## src/rtl/sequenciador_parametrizado_pkg.sv

```systemverilog
// Shared constants for the button-driven state sequencer.
//   MODO_*  : encodings of the 2-bit mode input
//   DIR_*   : ping-pong direction encodings
// Optional feature macro used by the sequencer: SEQ_DEBOUNCE_EN (see detector_borda_botao).
package sequenciador_parametrizado_pkg;

    typedef logic [1:0] modo_t;

    localparam modo_t MODO_CIRCULAR = 2'b00;
    localparam modo_t MODO_VAIVEM   = 2'b01;
    localparam modo_t MODO_SATURA   = 2'b10;
    localparam modo_t MODO_PARADO   = 2'b11;

    localparam logic DIR_SOBE  = 1'b0;
    localparam logic DIR_DESCE = 1'b1;

endpackage

```

## src/rtl/sequenciador_parametrizado_if.sv

```systemverilog
// Button/mode inputs and state outputs of the sequencer, grouped as one bundle.
//   botao           : raw push-button (asynchronous to the clock)
//   modo            : 00 circular, 01 ping-pong, 10 saturating, 11 hold
//   estado_atual    : current state index
//   leds            : one-hot decode of estado_atual
//   direcao         : ping-pong direction (0 up, 1 down)
//   pulso_transicao : one-cycle pulse when the state has changed
// master = board/test side, slave = sequencer side.
interface sequenciador_parametrizado_if #(
    parameter int unsigned N_ESTADOS = 3
);
    localparam int unsigned W = $clog2(N_ESTADOS);

    logic                 botao;
    logic [1:0]           modo;
    logic [W-1:0]         estado_atual;
    logic [N_ESTADOS-1:0] leds;
    logic                 direcao;
    logic                 pulso_transicao;

    modport master (
        output botao,
        output modo,
        input  estado_atual,
        input  leds,
        input  direcao,
        input  pulso_transicao
    );

    modport slave (
        input  botao,
        input  modo,
        output estado_atual,
        output leds,
        output direcao,
        output pulso_transicao
    );
endinterface

```

## src/rtl/detector_borda_botao.sv

```systemverilog
// Push-button front end: 2-flop synchroniser, optional debouncer, rising-edge detector.
//   clock       : rising-edge clock
//   reset       : asynchronous, active-high
//   botao       : raw button level
//   pulso_botao : one-cycle pulse per press (combinational from registered state)
// Macro SEQ_DEBOUNCE_EN: when defined, the synchronised level must be stable for
// DEBOUNCE_CICLOS consecutive samples before the filtered level follows it.
module detector_borda_botao #(
    parameter int unsigned DEBOUNCE_CICLOS = 4
) (
    input  logic clock,
    input  logic reset,
    input  logic botao,
    output logic pulso_botao
);
    if (DEBOUNCE_CICLOS < 1) begin : g_erro_debounce
        $error("DEBOUNCE_CICLOS must be at least 1");
    end

    logic [1:0] sinc_q, sinc_d;
    // Marks which synchroniser stages hold a real sample rather than the reset value.
    logic [1:0] valido_q, valido_d;
    logic       anterior_q, anterior_d;
    // Edges are only accepted once a genuine low level has been seen, so a button
    // held across reset release does not produce a step.
    logic       armado_q, armado_d;
    logic       nivel;

`ifdef SEQ_DEBOUNCE_EN
    localparam int unsigned CW = $clog2(DEBOUNCE_CICLOS + 1);
    logic [CW-1:0] cont_q, cont_d;
    logic          filtro_q, filtro_d;

    always_comb begin
        cont_d   = '0;
        filtro_d = filtro_q;
        if (sinc_q[1] != filtro_q) begin
            if (cont_q == CW'(DEBOUNCE_CICLOS - 1)) begin
                filtro_d = sinc_q[1];
            end else begin
                cont_d = cont_q + CW'(1);
            end
        end
    end

    always_ff @(posedge clock or posedge reset) begin
        if (reset) begin
            cont_q   <= '0;
            filtro_q <= 1'b0;
        end else begin
            cont_q   <= cont_d;
            filtro_q <= filtro_d;
        end
    end

    assign nivel = filtro_q;
`else
    assign nivel = sinc_q[1];
`endif

    always_comb begin
        sinc_d      = {sinc_q[0], botao};
        valido_d    = {valido_q[0], 1'b1};
        anterior_d  = nivel;
        armado_d    = armado_q | (valido_q[1] & ~sinc_q[1]);
        pulso_botao = armado_q & nivel & ~anterior_q;
    end

    always_ff @(posedge clock or posedge reset) begin
        if (reset) begin
            sinc_q     <= '0;
            valido_q   <= '0;
            anterior_q <= 1'b0;
            armado_q   <= 1'b0;
        end else begin
            sinc_q     <= sinc_d;
            valido_q   <= valido_d;
            anterior_q <= anterior_d;
            armado_q   <= armado_d;
        end
    end
endmodule

```

## src/rtl/sequenciador_parametrizado.sv

```systemverilog
// Button-driven state sequencer: steps through N_ESTADOS states on each press,
// in circular, ping-pong or saturating mode (or holds).
//   clock : rising-edge clock
//   reset : asynchronous, active-high
//   bus   : slave side of sequenciador_parametrizado_if (botao, modo in;
//           estado_atual, leds, direcao, pulso_transicao out)
// Macro SEQ_DEBOUNCE_EN enables the debouncer inside detector_borda_botao.
module sequenciador_parametrizado
    import sequenciador_parametrizado_pkg::*;
#(
    parameter int unsigned N_ESTADOS       = 3,
    parameter int unsigned DEBOUNCE_CICLOS = 4
) (
    input logic                         clock,
    input logic                         reset,
    sequenciador_parametrizado_if.slave bus
);
    if ((N_ESTADOS < 3) || (N_ESTADOS > 16)) begin : g_erro_n_estados
        $error("N_ESTADOS must be in the range 3..16");
    end

    localparam int unsigned  W      = $clog2(N_ESTADOS);
    localparam logic [W-1:0] ZERO   = '0;
    localparam logic [W-1:0] UM     = W'(1);
    localparam logic [W-1:0] ULTIMO = W'(N_ESTADOS - 1);

    logic [W-1:0] estado_q, estado_d;
    logic         direcao_q, direcao_d;
    logic         pulso_q, pulso_d;
    logic         pulso_botao;

    detector_borda_botao #(
        .DEBOUNCE_CICLOS(DEBOUNCE_CICLOS)
    ) u_detector (
        .clock      (clock),
        .reset      (reset),
        .botao      (bus.botao),
        .pulso_botao(pulso_botao)
    );

    // Wrap and turn-around use explicit compares: N_ESTADOS need not be a power of 2.
    always_comb begin
        estado_d  = estado_q;
        direcao_d = direcao_q;
        if (pulso_botao) begin
            unique case (bus.modo)
                MODO_CIRCULAR: begin
                    direcao_d = DIR_SOBE;
                    estado_d  = (estado_q == ULTIMO) ? ZERO : estado_q + UM;
                end
                MODO_VAIVEM: begin
                    if ((direcao_q == DIR_SOBE) && (estado_q != ULTIMO)) begin
                        estado_d = estado_q + UM;
                    end else if (estado_q == ZERO) begin
                        estado_d = UM;  // unreachable (down at 0); recover upward
                    end else begin
                        estado_d = estado_q - UM;
                    end
                    // Top turns us down, state 1 turns us up; otherwise keep moving the same way.
                    if (estado_d == ULTIMO) begin
                        direcao_d = DIR_DESCE;
                    end else if (estado_d == UM) begin
                        direcao_d = DIR_SOBE;
                    end else begin
                        direcao_d = (estado_d < estado_q) ? DIR_DESCE : DIR_SOBE;
                    end
                end
                MODO_SATURA: begin
                    direcao_d = DIR_SOBE;
                    if (estado_q != ULTIMO) begin
                        estado_d = estado_q + UM;
                    end
                end
                MODO_PARADO: begin
                    direcao_d = DIR_SOBE;
                end
            endcase
        end
        pulso_d = (estado_d != estado_q);
    end

    always_ff @(posedge clock or posedge reset) begin
        if (reset) begin
            estado_q  <= ZERO;
            direcao_q <= DIR_SOBE;
            pulso_q   <= 1'b0;
        end else begin
            estado_q  <= estado_d;
            direcao_q <= direcao_d;
            pulso_q   <= pulso_d;
        end
    end

    always_comb begin
        bus.estado_atual    = estado_q;
        bus.direcao         = direcao_q;
        bus.pulso_transicao = pulso_q;
        bus.leds            = {{(N_ESTADOS - 1){1'b0}}, 1'b1} << estado_q;
    end
endmodule
```

## src/flat_wrapper.sv

```systemverilog
// flat-port wrapper written by rule: the top's interface ports become plain ports
module sequenciador_parametrizado_flat import sequenciador_parametrizado_pkg::*;
#(
    parameter int unsigned N_ESTADOS       = 3,
    parameter int unsigned DEBOUNCE_CICLOS = 4
)
  (clock, reset, bus_botao, bus_modo, bus_estado_atual, bus_leds, bus_direcao, bus_pulso_transicao);
  sequenciador_parametrizado_if #(.N_ESTADOS(N_ESTADOS)) bus_i ();
  input logic clock;
  input logic reset;
  input wire logic [$bits(bus_i.botao)-1:0] bus_botao;
  input wire logic [$bits(bus_i.modo)-1:0] bus_modo;
  output wire logic [$bits(bus_i.estado_atual)-1:0] bus_estado_atual;
  output wire logic [$bits(bus_i.leds)-1:0] bus_leds;
  output wire logic [$bits(bus_i.direcao)-1:0] bus_direcao;
  output wire logic [$bits(bus_i.pulso_transicao)-1:0] bus_pulso_transicao;
  assign bus_i.botao = bus_botao;
  assign bus_i.modo = bus_modo;
  assign bus_estado_atual = bus_i.estado_atual;
  assign bus_leds = bus_i.leds;
  assign bus_direcao = bus_i.direcao;
  assign bus_pulso_transicao = bus_i.pulso_transicao;
  sequenciador_parametrizado #(.N_ESTADOS(N_ESTADOS), .DEBOUNCE_CICLOS(DEBOUNCE_CICLOS)) u_core (.clock(clock), .reset(reset), .bus(bus_i));
endmodule
```

## config.mk

```make
export PLATFORM = sky130hd
export DESIGN_NAME = sequenciador_parametrizado_flat
export DESIGN_NICKNAME = d
export VERILOG_FILES = /design/src/rtl/sequenciador_parametrizado_pkg.sv /design/src/rtl/sequenciador_parametrizado_if.sv /design/src/rtl/detector_borda_botao.sv /design/src/rtl/sequenciador_parametrizado.sv /design/src/flat_wrapper.sv
export SDC_FILE = /design/constraint.sdc
export NUM_CORES = 1
export LEC_CHECK = 0
export CAP_MARGIN = 10
export CORE_AREA = 2 2 39 41
export DETAILED_ROUTE_END_ITERATION = 16
export DIE_AREA = 0 0 41 43
export PLACE_DENSITY = 0.77
export REMOVE_ABC_BUFFERS = 1
export SKIP_LAST_GASP = 1
export SLEW_MARGIN = 20
export SYNTH_ARGS = -nofsm -noshare
export SYNTH_HDL_FRONTEND = slang
export SYNTH_SLANG_ARGS = --single-unit
```

## constraint.sdc

```tcl
create_clock -name clock -period 2.05 [get_ports clock]
set_input_delay 0.205 -clock clock [delete_from_list [all_inputs] [get_ports clock]]
set_output_delay 0.205 -clock clock [all_outputs]
set_load 0.02 [all_outputs]
```

Word level (Yosys, flattened, before mapping) --
Cells that the tools add are included.
Cells by class: add/subtract/negate cells 2, multiply operators 0, div/mod/pow operators 0, order comparisons 1, equal/unequal tests 8, shift-type cells 1, multiplexer cells 12, bitwise gates (word level) 7, reductions and logical operators 4
Operators with widths (count):
- $mux 2 | 7
- $eq 2x2->1 const B | 4
- $pmux 2 s3 | 1
- $eq 2x1->1 const B | 2
- $logic_not 2->1 | 2
- $and 1x1->1 | 3
- $mux 1 | 3
- $not 1->1 | 3
- $reduce_or 3->1 | 1
- $shl 1x2->3 const A | 1
- $add 2x1->2 const B | 1
- $lt 2x2->1 | 1
- $ne 2x2->1 | 1
- $ne 2x2->1 const B | 1
- $pmux 1 s2 | 1
- $sub 2x1->2 const B | 1
- $logic_and 1x1->1 | 1
- $or 1x1->1 | 1
Word-level totals: register bits 10, bits in latches 0, bits in writable memories 0, memory bits (read-only) 0, output and inout bits 7, word-level logic and storage cells 42, memories 0

Logic depth before layout (Yosys ltp) --
depth after elaboration 10, gate-level depth with buffers 6, depth with buffers taken out 6

Modules after synthesis --
A second synthesis with hierarchy kept.
Unflattened totals: cells, all modules 59, area total of the unflattened synthesis 571.8 um2
By module, submodules not included:
- sequenciador_parametrizado | instances 1, cells each 47, area an instance 395.4 um2, seq. area each 100.1 um2
- detector_borda_botao | instances 1, cells each 12, area an instance 176.4 um2, seq. area each 150.1 um2

Worst setup path after synthesis --
Ideal clock, no wire load.
path type register -> register, start point reg u_core.estado_q[0], in the netlist u_core.bus.estado_atual[0], end point reg u_core.direcao_q, in the netlist u_core.bus.direcao, data arrival time 1.827 ns, data required time 1.974 ns, path slack 0.147 ns, cell stages (with the launch flop) 7, period minus slack after synthesis 1.903 ns, path through dfrtp_1 inv_1 ha_1 or3b_4 a211oi_2 o211ai_1 o21ai_1
On the way: longest elaborated chain between the ends 10, elaborated cells between the ends (all ways) 16
RTL lines:
- start, declared | line sequenciador_parametrizado.sv:27 | logic [W-1:0] estado_q, estado_d;
- start signal, assigned | line sequenciador_parametrizado.sv:88 | estado_q <= estado_d;
- $sub 2x1->2, or another cell as far along | line sequenciador_parametrizado.sv:57 | estado_d = estado_q - UM;
- $mux 2 or $logic_and 1x1->1 (tied branches) | line sequenciador_parametrizado.sv:54, sequenciador_parametrizado.sv:52
- $mux 2 | line sequenciador_parametrizado.sv:52 | if ((direcao_q == DIR_SOBE) && (estado_q != ULTIMO)) begin
- $mux 2 | line sequenciador_parametrizado.sv:46 | unique case (bus.modo)
- $mux 2 | line sequenciador_parametrizado.sv:45 | if (pulso_botao) begin
- $lt 2x2->1 | line sequenciador_parametrizado.sv:65 | direcao_d = (estado_d < estado_q) ? DIR_DESCE : DIR_SOBE;
- $mux 1 | line sequenciador_parametrizado.sv:65
- $mux 1 | line sequenciador_parametrizado.sv:62 | end else if (estado_d == UM) begin
- $mux 1 (*) | line sequenciador_parametrizado.sv:60 | if (estado_d == ULTIMO) begin
- $pmux 1 s2 (*) | line sequenciador_parametrizado.sv:46
- end signal, assigned | line sequenciador_parametrizado.sv:89 | direcao_q <= direcao_d;
- end, declared | line sequenciador_parametrizado.sv:28 | logic direcao_q, direcao_d;
Mark *: on every way between the ends. The rest lies on a longest branch, timed or not. The select of a mux whose other input is x is not followed. A chain may end at the register's enable or synchronous reset.

Worst setup path in the final report --
start point reg u_core.estado_q[1], in the netlist u_core.bus.estado_atual[1], end point out bus_leds[1]
On the way: longest elaborated chain between the ends 1
RTL lines:
- $shl 1x2->3 | line sequenciador_parametrizado.sv:98 | bus.leds = {{(N_ESTADOS - 1){1'b0}}, 1'b1} << estado_q;
- end, declared | line flat_wrapper.sv:14 | output wire logic [$bits(bus_i.leds)-1:0] bus_leds;
Every way passes these cells.

==> metrics <==
grt total ovfl=0; Final WS setup=151 ps; commonest cells after routing, fill and taps aside=10 x clkdlybuf4s50_1, 10 x dfrtp_1, 7 x inv_1; Max Clock Freq=~530 MHz; YS warnings=0; max cap viols=0; Wirelength per Cell=12.7 um; CP arrival=between 1500 and 2000 ps; pre-CTS WS=209 ps; core footprint=between 1000 and 1500 sq um; Setup Skew=between 0.9 and 1 ps; IO Count=12; RSZ-0062 raised after global routing=false; CTS Buffer Depth=2; number of synthesized flops with an enable pin=0; crit share post-route=92.6%; die area=between 1500 and 2000 sq um; Int Power=roughly 0.00051 W; final hold vios=0; Yosys reg bits=10; Starting Density=40.9%; FF-to-FF setup slack=~200 ps; antenna violations before repair=0; Power Density=between 1000 and 1500 nW/um^2; Detailed Route WL=~1100 um; predominant post-synthesis flop cell=dfrtp_1; chip width=about 40 um; Syn Inst Count=54; library cells used by synthesis=25; sequential fraction of the synthesis area=between 40% and 50%; Clk network pwr share=21.5%; CP endpoint kind=primary output; # Post-CTS Setup Buffers=0; largest net degree at the start of global routing=11; peak supply drop=slightly below 0.0006 V; drt drc=0; htree depth=1; startpoint types=flip-flop; dpl hpwl=approximately 810 um; CP Max Fanout=6; clock latency on the worst-skew pair=approximately 260 ps; clock root buffer master=clkbuf_4; worst-case reg-to-reg path depth=6; layout cells sized above 1=12.9%; Mapped Area=around 570 sq um; Net Switching=0.000303 W; Vias/cell=between 4 and 5; status=complete, no violations; via count=around 430; CTS buffer count=3; Area growth, synth to finish=31.2%; Tot GR Track Use=15.7%; Routability Congestion=0.817; WS Path Type=reg -> out; min Tclk post-route=approximately 1900 ps; Hold WC Path Type=in -> async; final number of max-transition violations=0; drt pass-1 iters=4; Combinational Power Share=a little under half; Synth Area per Inst=roughly 10 sq um; Clock transition at path regs=~60 ps; die height=43 um; Post-synth ARST share=100%; DRT iter0 DRCs=12; setup violators final=0; diode count=0; Leak=0.358 nW; required time of the critical path=~1900 ps; Layout Nets=just over 80; reg2reg start=u_core.bus.estado_atual[1]$_DFF_PP0_; global-route wire length before repair=1800 um; switching part of the total=between 30% and 40%; reg2reg end=u_core.bus.direcao$_DFFE_PP0P_; Power, Total=a little over 0.0008 W; Port-buffer cells=11; Seq pwr share=30.5%; clock sink count=10; vias in the first global route=412; CTS tree=yes; post-route ant nets=0; final setup TNS=0 ps; # rows=14
[critical path: stages, from the launching register on]
cell and delay, ps:
dfrtp_1 460, inv_1 200, ha_1 180, clkdlybuf4s50_1 590
[metal layers]
metal  up-vias  track usage, %  share of wire (%)
met1       194            20.4                 44
met3         4            7.33                8.3
li1        213               -                  -
met2        18            21.3                 45
met4         0            7.33                2.8
met5         -               0                  0
[area by class of cell]
| class | count | area (sq um) |
|---|---|---|
| Clock buffer | 4 | 36.3 |
| Fill cell | 127 | 642 |
| Inverter | 7 | 26.3 |
| Multi-Input combinational cell | 37 | 289 |
| Sequential cell | 10 | 250 |
| Tap cell | 16 | 20.0 |
| Timing Repair Buffer | 12 | 120 |
[cells in the mapped netlist (2+ instances only)]
| library cell | n | area, sq um |
|---|---|---|
| a21oi_1 | 2 | 10.0 |
| a31oi_1 | 2 | 12.5 |
| dfrtp_1 | 10 | 250 |
| ha_1 | 6 | 75.1 |
| inv_1 | 7 | 26.3 |
| nand2_1 | 4 | 15.0 |
| nor2_1 | 3 | 11.3 |
| o21ai_1 | 2 | 10.0 |
| xnor2_1 | 2 | 17.5 |
[sequential cells by signal (all words and copies together), names as in the netlist]
signal,count
u_core.bus.direcao,1
u_core.bus.estado_atual,2
u_core.bus.pulso_transicao,1
u_core.u_detector.anterior_q,1
u_core.u_detector.armado_q,1
u_core.u_detector.sinc_q,2
u_core.u_detector.valido_q,2
[through the flow]
| step | hold slack, ps | instances | util (%) | area (sq um) |
|---|---|---|---|---|
| final | 208 | 86 | 53.6 | 742 |
| after global routing | 256 | 86 | 53.6 | 742 |
| after CTS | 220 | 86 | 53.4 | 739 |
| after detailed placement | 335 | 82 | 50.8 | 703 |
| after global placement | 332 | 82 | 50.8 | 703 |
| after floorplan | 45.2 | 54 | - | 566 |
[worst max path at each step]
stage | slack (ps) | end | depth (start not counted) | start
3_5_place_dp | 210 | u_core.bus.direcao$_DFFE_PP0P_ | 6 | u_core.bus.estado_atual[1]$_DFF_PP0_
4_1_cts | 0.6 | bus_leds[0] | 3 | u_core.bus.estado_atual[1]$_DFF_PP0_
5_1_grt | 50 | bus_leds[1] | 3 | u_core.bus.estado_atual[1]$_DFF_PP0_
3_3_place_gp | 340 | bus_leds[0] | 3 | u_core.bus.estado_atual[1]$_DFF_PP0_
6_report | 150 | bus_leds[1] | 3 | u_core.bus.estado_atual[1]$_DFF_PP0_
2_1_floorplan | 150 | u_core.bus.direcao$_DFFE_PP0P_ | 6 | u_core.bus.estado_atual[0]$_DFF_PP0_
[power groups by stage]
| stage | registers, W | logic [W] | clock network [W] |
|---|---|---|---|
| after global placement | 0.000248 | 0.000378 | 0 |
| after global routing | 0.000251 | 0.000427 | 0.000191 |
| after CTS | 0.000247 | 0.000391 | 0.000181 |
| final | 0.000247 | 0.000389 | 0.000174 |
| after floorplan | 0.000279 | 0.000222 | 0 |
| after detailed placement | 0.000252 | 0.000387 | 0 |
[kinds of logic after synthesis]
kind of cell / Yosys count / synth area share, %
AOI/OAI and AO/OA: 14 / 17.7
xor gates and xnor gates: 3 / 4.65
muxes: 1 / 1.77
DFF: 10 / 44.2
other: 1 / 0.663
buffers and inverters: 7 / 4.65
and+or+nand+nor: 12 / 13.1
adders and majority gates: 6 / 13.3
[what timing repair did]
item	in CTS	in global routing
gates resized for setup	0	1
endpoints found under the setup margin	0	1
hold buffers	0	0
Power figures use the tool's default switching activity.
